===== src/rtl/sisc_fetch.sv =====
// sisc_fetch: instruction fetch stage for the SISC processor.
//
// Holds the program counter, issues single-word reads to instruction memory
// over a req/ack handshake and loads the returned word into the instruction
// register that feeds the datapath. Branches redirect the PC. A branch that
// arrives while a read is outstanding marks that read as squashed. The
// squashed read is allowed to complete, its data is discarded, and the branch
// target is then fetched.
//
// Ports:
//   clk        clock, rising edge
//   rst_f      synchronous active-high reset
//   fetch_go   one-cycle fetch request from control (honoured only in IDLE)
//   br_taken   redirect PC to br_addr
//   br_addr    branch target word address
//   mem_req    read request to instruction memory
//   mem_addr   word address, stable while mem_req is high
//   mem_ack    read data valid (ignored unless mem_req is high)
//   mem_rdata  instruction word returned by memory
//   ir         instruction register
//   ir_valid   one-cycle pulse: ir was loaded on this edge
//   pc         address of the next instruction to fetch
//   busy       high while the fetch FSM is not IDLE
module sisc_fetch #(
    parameter int                 ADDR_W   = 16,
    parameter logic [ADDR_W-1:0]  RESET_PC = '0
) (
    input  logic              clk,
    input  logic              rst_f,
    input  logic              fetch_go,
    input  logic              br_taken,
    input  logic [ADDR_W-1:0] br_addr,
    output logic              mem_req,
    output logic [ADDR_W-1:0] mem_addr,
    input  logic              mem_ack,
    input  logic [31:0]       mem_rdata,
    output logic [31:0]       ir,
    output logic              ir_valid,
    output logic [ADDR_W-1:0] pc,
    output logic              busy
);

    typedef enum logic [1:0] {
        ST_IDLE    = 2'd0,
        ST_WAIT    = 2'd1,
        ST_REFETCH = 2'd2
    } state_t;

    state_t              state_reg, state_next;
    logic                squash_reg, squash_next;
    logic                mem_req_reg, mem_req_next;
    logic [ADDR_W-1:0]   mem_addr_reg, mem_addr_next;
    logic [31:0]         ir_reg, ir_next;
    logic                ir_valid_reg, ir_valid_next;
    logic [ADDR_W-1:0]   pc_reg, pc_next;
    logic                busy_reg, busy_next;

    // State register and registered outputs.
    always_ff @(posedge clk) begin
        if (rst_f) begin
            state_reg    <= ST_IDLE;
            squash_reg   <= 1'b0;
            mem_req_reg  <= 1'b0;
            mem_addr_reg <= '0;
            ir_reg       <= '0;
            ir_valid_reg <= 1'b0;
            pc_reg       <= RESET_PC;
            busy_reg     <= 1'b0;
        end else begin
            state_reg    <= state_next;
            squash_reg   <= squash_next;
            mem_req_reg  <= mem_req_next;
            mem_addr_reg <= mem_addr_next;
            ir_reg       <= ir_next;
            ir_valid_reg <= ir_valid_next;
            pc_reg       <= pc_next;
            busy_reg     <= busy_next;
        end
    end

    // Next-state logic.
    always_comb begin
        state_next = state_reg;
        case (state_reg)
            ST_IDLE: begin
                if (fetch_go)
                    state_next = ST_WAIT;
            end
            ST_WAIT: begin
                if (mem_ack)
                    state_next = (squash_reg || br_taken) ? ST_REFETCH : ST_IDLE;
            end
            ST_REFETCH: begin
                state_next = ST_WAIT;
            end
            default: begin
                state_next = ST_IDLE;
            end
        endcase
    end

    // Output / datapath next values.
    always_comb begin
        squash_next   = squash_reg;
        mem_req_next  = mem_req_reg;
        mem_addr_next = mem_addr_reg;
        ir_next       = ir_reg;
        ir_valid_next = 1'b0;
        pc_next       = pc_reg;
        case (state_reg)
            ST_IDLE: begin
                // mem_ack is not looked at here, so stray acks are harmless.
                if (br_taken)
                    pc_next = br_addr;
                if (fetch_go) begin
                    mem_req_next  = 1'b1;
                    mem_addr_next = br_taken ? br_addr : pc_reg;
                end
            end
            ST_WAIT: begin
                // The request is never withdrawn early; only the ack ends it.
                if (br_taken)
                    pc_next = br_addr;
                if (mem_ack) begin
                    mem_req_next = 1'b0;
                    if (squash_reg || br_taken) begin
                        squash_next = 1'b0;
                    end else begin
                        ir_next       = mem_rdata;
                        ir_valid_next = 1'b1;
                        pc_next       = mem_addr_reg + 1'b1;
                    end
                end else if (br_taken) begin
                    squash_next = 1'b1;
                end
            end
            ST_REFETCH: begin
                // A branch arriving here takes precedence over the latched target.
                pc_next       = br_taken ? br_addr : pc_reg;
                mem_addr_next = br_taken ? br_addr : pc_reg;
                mem_req_next  = 1'b1;
            end
            default: begin
                squash_next  = 1'b0;
                mem_req_next = 1'b0;
            end
        endcase
    end

    assign busy_next = (state_next != ST_IDLE);

    assign mem_req  = mem_req_reg;
    assign mem_addr = mem_addr_reg;
    assign ir       = ir_reg;
    assign ir_valid = ir_valid_reg;
    assign pc       = pc_reg;
    assign busy     = busy_reg;

endmodule


===== config.mk =====
export PLATFORM = sky130hd
export DESIGN_NAME = sisc_fetch
export DESIGN_NICKNAME = d
export VERILOG_FILES = /design/src/rtl/sisc_fetch.sv
export SDC_FILE = /design/constraint.sdc
export NUM_CORES = 1
export LEC_CHECK = 0
export CAP_MARGIN = 10
export CORE_ASPECT_RATIO = 1.25
export CORE_MARGIN = 2
export CORE_UTILIZATION = 28
export CTS_CLUSTER_SIZE = 40
export DETAILED_ROUTE_END_ITERATION = 8
export GPL_TIMING_DRIVEN = 0
export MAX_ROUTING_LAYER = met4
export PLACE_DENSITY = 0.66
export SLEW_MARGIN = 20
export SYNTH_ARGS = -nofsm -noshare
export SYNTH_HDL_FRONTEND = slang
export SYNTH_SLANG_ARGS = --single-unit
export TNS_END_PERCENT = 30

===== constraint.sdc =====
create_clock -name clk -period 2.2 [get_ports clk]
set_clock_uncertainty 0.05 [all_clocks]
set_input_delay 0.55 -clock clk [delete_from_list [all_inputs] [get_ports clk]]
set_output_delay 0.55 -clock clk [all_outputs]
set_load 0.02 [all_outputs]

==> results of run 1 <==
## layer usage
metal / up-vias / global-route usage / part of all wire
met3: 15 / 0.0328 / 0.049
met5: - / - / 0
li1: 1560 / - / -
met2: 114 / 0.279 / 0.49
met4: 0 / 0.0616 / 0.015
met1: 1471 / 0.205 / 0.44
## area by class of cell
class | instances | area share
plain buffers | 29 | 0.0340
clock buffers | 11 | 0.0507
clock inverters | 5 | 0.0222
inverters | 4 | 0.00314
multi-input cells | 266 | 0.316
flip-flops and latches | 70 | 0.293
well taps | 132 | 0.0345
repair buffers | 118 | 0.247
## power groups by stage
stage,Sequential (W),Combinational [W],Clock (W)
after floorplan,0.00149,0.000207,0
after global placement,0.00143,0.000567,0
after detailed placement,0.00143,0.000572,0
after CTS,0.00140,0.000578,0.00171
after global routing,0.00141,0.000620,0.00177
final,0.00140,0.000578,0.00167
## worst paths after layout
check	slack, ps	to	cells after the start	startpoint
setup reg to reg	-7	pc[15]	5	state_reg[1]
hold reg to reg	400	ir[30]	2	ir[30]
setup / recovery	-7	pc[15]	5	state_reg[1]
hold / removal	400	state_reg[1]	2	rst_f
## what timing repair did
action                                 CTS  global route
resized for setup                        1             6
setup endpoints to repair                2            21
endpoints found under the hold margin    0             0
## placed cells by master (no fill, tap or decap), drive strengths merged, types with 2 or more instances in the layout
master	netlist	routed
inv	4	4
o21ai	15	15
a21oi	42	42
nand3	9	9
clkbuf	16	28
nor3	4	4
a31oi	7	7
nand4	7	7
clkdlybuf4s50	0	118
nor3b	2	2
o211ai	4	4
mux2i	14	14
dfxtp	70	70
a211oi	15	15
nor2	25	25
buf	13	12
or3	2	2
xor2	9	9
nand2	74	74
nand2b	2	2
and4	3	3
and3	10	10
bufinv	0	3
a21o	3	3
## stage by stage
stage          hold slack (ps)  setup TNS [ps]
2_1_floorplan              485               0
3_3_place_gp               393           -9710
3_5_place_dp               398          -10780
4_1_cts                    385               0
5_1_grt                    396               0
6_report                   395           -7.44
## logic make-up (layout without fill, tap and decap cells)
| logic type | after synthesis | after routing |
|---|---|---|
| flip-flops | 70 | 70 |
| AND/OR/NAND/NOR | 145 | 145 |
| multiplexers | 15 | 15 |
| AO/OA/AOI/OAI | 96 | 96 |
| adder cells (fa/ha/maj) | 1 | 1 |
| XOR/XNOR | 9 | 9 |
| buffers and inverters | 33 | 167 |
==> metrics, run 1 <==
status=finished, violations left; failing checks=setup timing; Syn. warnings=0; post-synth cell types=47; sw power=0.000885 W; initial core utilization=0.289; total CTS buffers=9; Synthesized Nets=423; max_cap viols=0; setup bufs post-CTS=0; Area contributors post-synth=dfxtp_1, nand2_1, a21oi_1; WS Path Type=reg -> reg; Largest register FFs=32; Max stage delay cell, worst path=a21oi_1; Post-synth EDFFs=0; Detailed Route WL=9900 um; post-synth top area share=0.455; Pwr Total=0.00365 W; Worst VDD drop=323 uV; Synth Area in Adders=0.00406; Global Route Usage Sum=0.168; Fillers=1050; WL/cell=15.6 um; CP top delay family=simple AND/OR/NAND/NOR gates; area of the multi-input gates=0.00151 mm2; DP Wirelength=7250 um; post-synthesis mux area share=0.0492; Synth Flop Type=dfxtp_1; Port Buf Inserts=118; largest family of logic cells by synthesized area=simple AND/OR/NAND/NOR gates; Final Hold Viols=0; Net Sw Frac=0.243; crit path DAT=2430 ps; sequential share of power=0.384; worst-skew pair later-pin latency=330 ps; gpl congestion=0.794; clk buf depth=2; remaining antenna violation count=0; global-route wire length before repair=15500 um; Cells after Synth=369; data required time at the worst endpoint=2420 ps; fin cells=635; drt drc=0; Tmin final=2210 ps; final worst path period share=1.00; synth cell count leaders=nand2_1, dfxtp_1, a21oi_1; share of layout cells above drive strength 1=0.0736; DIE WIDTH=97.8 um; xor and xnor area share after synthesis=0.0256; # nets final=552; via count=3160; initial antenna violation count=0; vias in the first global route=3062; core footprint=0.0107 mm2; crit path cell chain=buf_2, a21oi_1, nand2_1, or3_1, nand3_1; Via density=4.98; Post-Synthesis Mean Instance Area=8.34 um2; CTS clk-pin slew, worst paths=60 ps; HP Class=in -> reg; Util after Layout=0.449; CTS tree=done; ANT cells=0; clock share of power=0.457; Seq/Total Area, Yosys=0.455; leading area contributor after synthesis=dfxtp_1; crit-path max cell delay=700 ps; Synth Register Bits=70; FF/Latch Area=0.00140 mm2; H-tree level count=3; pwr dens=762 mW/mm2; top achievable clock speed=453 MHz; Final Max Tran Viols=0; CP Buf/Inv Count=1; drt first pass iters=4; Iteration-0 DRC Markers=131; row count=42; cell with the most instances after synthesis=nand2_1; Int Pwr=0.00276 W; Total Die Area=0.0119 mm2; Synth Area in Compound Gates=0.187; IO Pins=120; Pleak=1.79 nW; post-placement cell count=619; Startpoint Class=register; hold bufs inserted after CTS=0; Die H=121 um; clk root buf=clkbuf_16; Comb power frac=0.158; RSZ-0062 raised after global routing=false; Setup Viol. Count Final=1; Simple-Gate Fraction of Synth Area=0.223; CP max FO=10; Relative slew margins=0.411; clk sinks=70; synthesis-to-finish area growth=55.5%; total congestion overflow=0; maximum number of pins on one net before global-route repair=13; final instance area=0.00479 mm2; final setup margin=-7.44 ps; placed inst area=0.00443 mm2; Worst-Margin Slew=884 ps; worst slack at placement=-364 ps; fraction of synthesis flops using an asynchronous set or reset pin=0; CP Capture Type=register; Post-Synthesis Cell Area=0.00308 mm2
(Power assumes the default switching activity.)
==> run 2: changes to the inputs <==
CAP_MARGIN = not set   (was 10)
CORE_ASPECT_RATIO = 1.5   (was 1.25)
GPL_TIMING_DRIVEN = not set   (was 0)
==> run 2 against run 1 <==
Critical path depth is 4 lower. Largest power group unchanged. The flow now finishes without violations. First-iteration DRC count is 1.5% lower. Largest cell class unchanged. Combinational power hardly changed. Fmax is 7.3% higher.
==> metrics, run 2 (synthesis gave the netlist of run 1 again) <==
# nets final=547 (was 552); Die H=132 um (was 121 um); DP Wirelength=6940 um (was 7250 um); IO Pins=120 (unchanged); WS Path Type=reg -> out (was reg -> reg); HP Class=reg -> reg (was in -> reg); CP top delay family=buffers and inverters (was simple AND/OR/NAND/NOR gates); total congestion overflow=0 (unchanged); WL/cell=14.4 um (was 15.6 um); Min Hold Slack=400 ps (was 395 ps); clk buf depth=2 (unchanged); crit-path max cell delay=670 ps (was 700 ps); pwr dens=732 mW/mm2 (was 762 mW/mm2); Global Route Usage Sum=0.162 (was 0.168); initial antenna violation count=0 (unchanged); CTS clk-pin slew, worst paths=60 ps (about the same); remaining antenna violation count=0 (unchanged); status=finished clean (was finished, violations left); Port Buf Inserts=119 (was 118); CTS tree=done (unchanged); hold bufs inserted after CTS=0 (unchanged); cts repair resizes=0 (was 1); Relative slew margins=0.742 (was 0.411); final worst path period share=0.935 (was 1.00); via count=3065 (was 3160); Iteration-0 DRC Markers=129 (was 131); RSZ-0062 raised after global routing=false (unchanged); Max stage delay cell, worst path=clkdlybuf4s50_1 (was a21oi_1); Final Hold Viols=0 (unchanged); Total Die Area=0.0119 mm2 (about the same); max_cap viols=0 (unchanged); commonest cells after routing, fill and taps aside=clkdlybuf4s50_1, nand2_1, dfxtp_1, a21oi_1, nor2_1 (unchanged); initial core utilization=0.289 (about the same); drt drc=0 (unchanged); crit path DAT=1460 ps (was 2430 ps); data required time at the worst endpoint=1600 ps (was 2420 ps); final setup margin=143 ps (was -7.44 ps); ANT cells=0 (unchanged); most common cell after layout, fill and taps aside=clkdlybuf4s50_1 (unchanged); total CTS buffers=9 (unchanged); post-placement cell count=626 (was 619); crit path cell chain=clkdlybuf4s50_1 (was buf_2, a21oi_1, nand2_1, or3_1, nand3_1); DIE WIDTH=89.6 um (was 97.8 um); CP Capture Type=primary output (was register); setup bufs post-CTS=0 (unchanged); vias in the first global route=3016 (was 3062); Via density=4.77 (was 4.98); Worst-Margin Slew=387 ps (was 884 ps); drt first pass iters=4 (unchanged); top achievable clock speed=486 MHz (was 453 MHz); worst slack at placement=71.6 ps (was -364 ps); gpl congestion=0.810 (was 0.794); Largest register FFs=32 (unchanged); Detailed Route WL=9230 um (was 9900 um); fin cells=642 (was 635); maximum number of pins on one net before global-route repair=33 (was 13); Tmin final=2060 ps (was 2210 ps); row count=46 (was 42); Pleak=1.81 nW (was 1.79 nW); global-route wire length before repair=14600 um (was 15500 um); Setup TNS Final=0 ps (was -7.44 ps); synthesis-to-finish area growth=56.4% (was 55.5%); clk sinks=70 (unchanged); placed inst area=0.00449 mm2 (was 0.00443 mm2); core footprint=0.0106 mm2 (was 0.0107 mm2); Setup Viol. Count Final=0 (was 1); Worst VDD drop=422 uV (was 323 uV); clk root buf=clkbuf_16 (unchanged); Final Max Tran Viols=0 (unchanged); CP Buf/Inv Count=1 (unchanged); CP max FO=8 (was 10); share of layout cells above drive strength 1=0.0944 (was 0.0736); H-tree level count=3 (unchanged); worst-skew pair later-pin latency=330 ps (about the same); final instance area=0.00481 mm2 (was 0.00479 mm2); Startpoint Class=register (unchanged)
## run 2: cell count changes in the layout (fill, tap and decap cells not counted), moves of 2 or more
cell / before / now
buf_12: 0 / 2
buf_2: 6 / 1
nor2_2: 0 / 2
clkinv_4: 1 / 3
clkbuf_1: 14 / 0
buf_4: 4 / 21
clkbuf_2: 2 / 0
buf_6: 2 / 0
clkbuf_8: 2 / 0
## run 2: worst paths after layout
check                                 start           to  slack, ps  cells after the start
worst min register to register       ir[15]       ir[15]        400                      2
worst max register to register  mem_addr[5]       pc[14]        400                      4
worst min-delay path                 ir[15]       ir[15]        400                      2
worst max-delay path            mem_addr[5]  mem_addr[5]        140                      1
## run 2: metal layers
metal / GRT usage / up-vias / part of all wire
li1: - / 1548 / -
met1: 0.177 / 1389 / 0.41
met2: 0.277 / 112 / 0.51
met3: 0.0418 / 16 / 0.061
met4: 0.0531 / 0 / 0.019
met5: - / - / 0
## run 2: tightest hold or removal path: stages (launching register included)
cell     delay (ps)
dfxtp_1         300
nand2_1          50
a21oi_1          50
## run 2: cell type report
class,count,area [um2]
fillers,1074,5830
well taps,144,180
inverters,4,15.0
clock inverters,7,98.8
multi-input cells,266,1510
flip-flops and latches,70,1400
repair buffers,142,1380
clock buffers,9,225
## run 2: through the flow
stage          utilization  power (W)
2_1_floorplan            -    0.00170
3_3_place_gp         0.422    0.00200
3_5_place_dp         0.422    0.00201
4_1_cts              0.452    0.00359
5_1_grt              0.452    0.00370
6_report             0.452    0.00353
## run 2: power breakdown
part	leakage, nW	total, W	switching (W)	internal [W]
clock	0.156	0.00154	0.000549	0.000995
combinational	1.08	0.000576	0.000277	0.000299
sequential	0.573	0.00141	0.0000696	0.00134
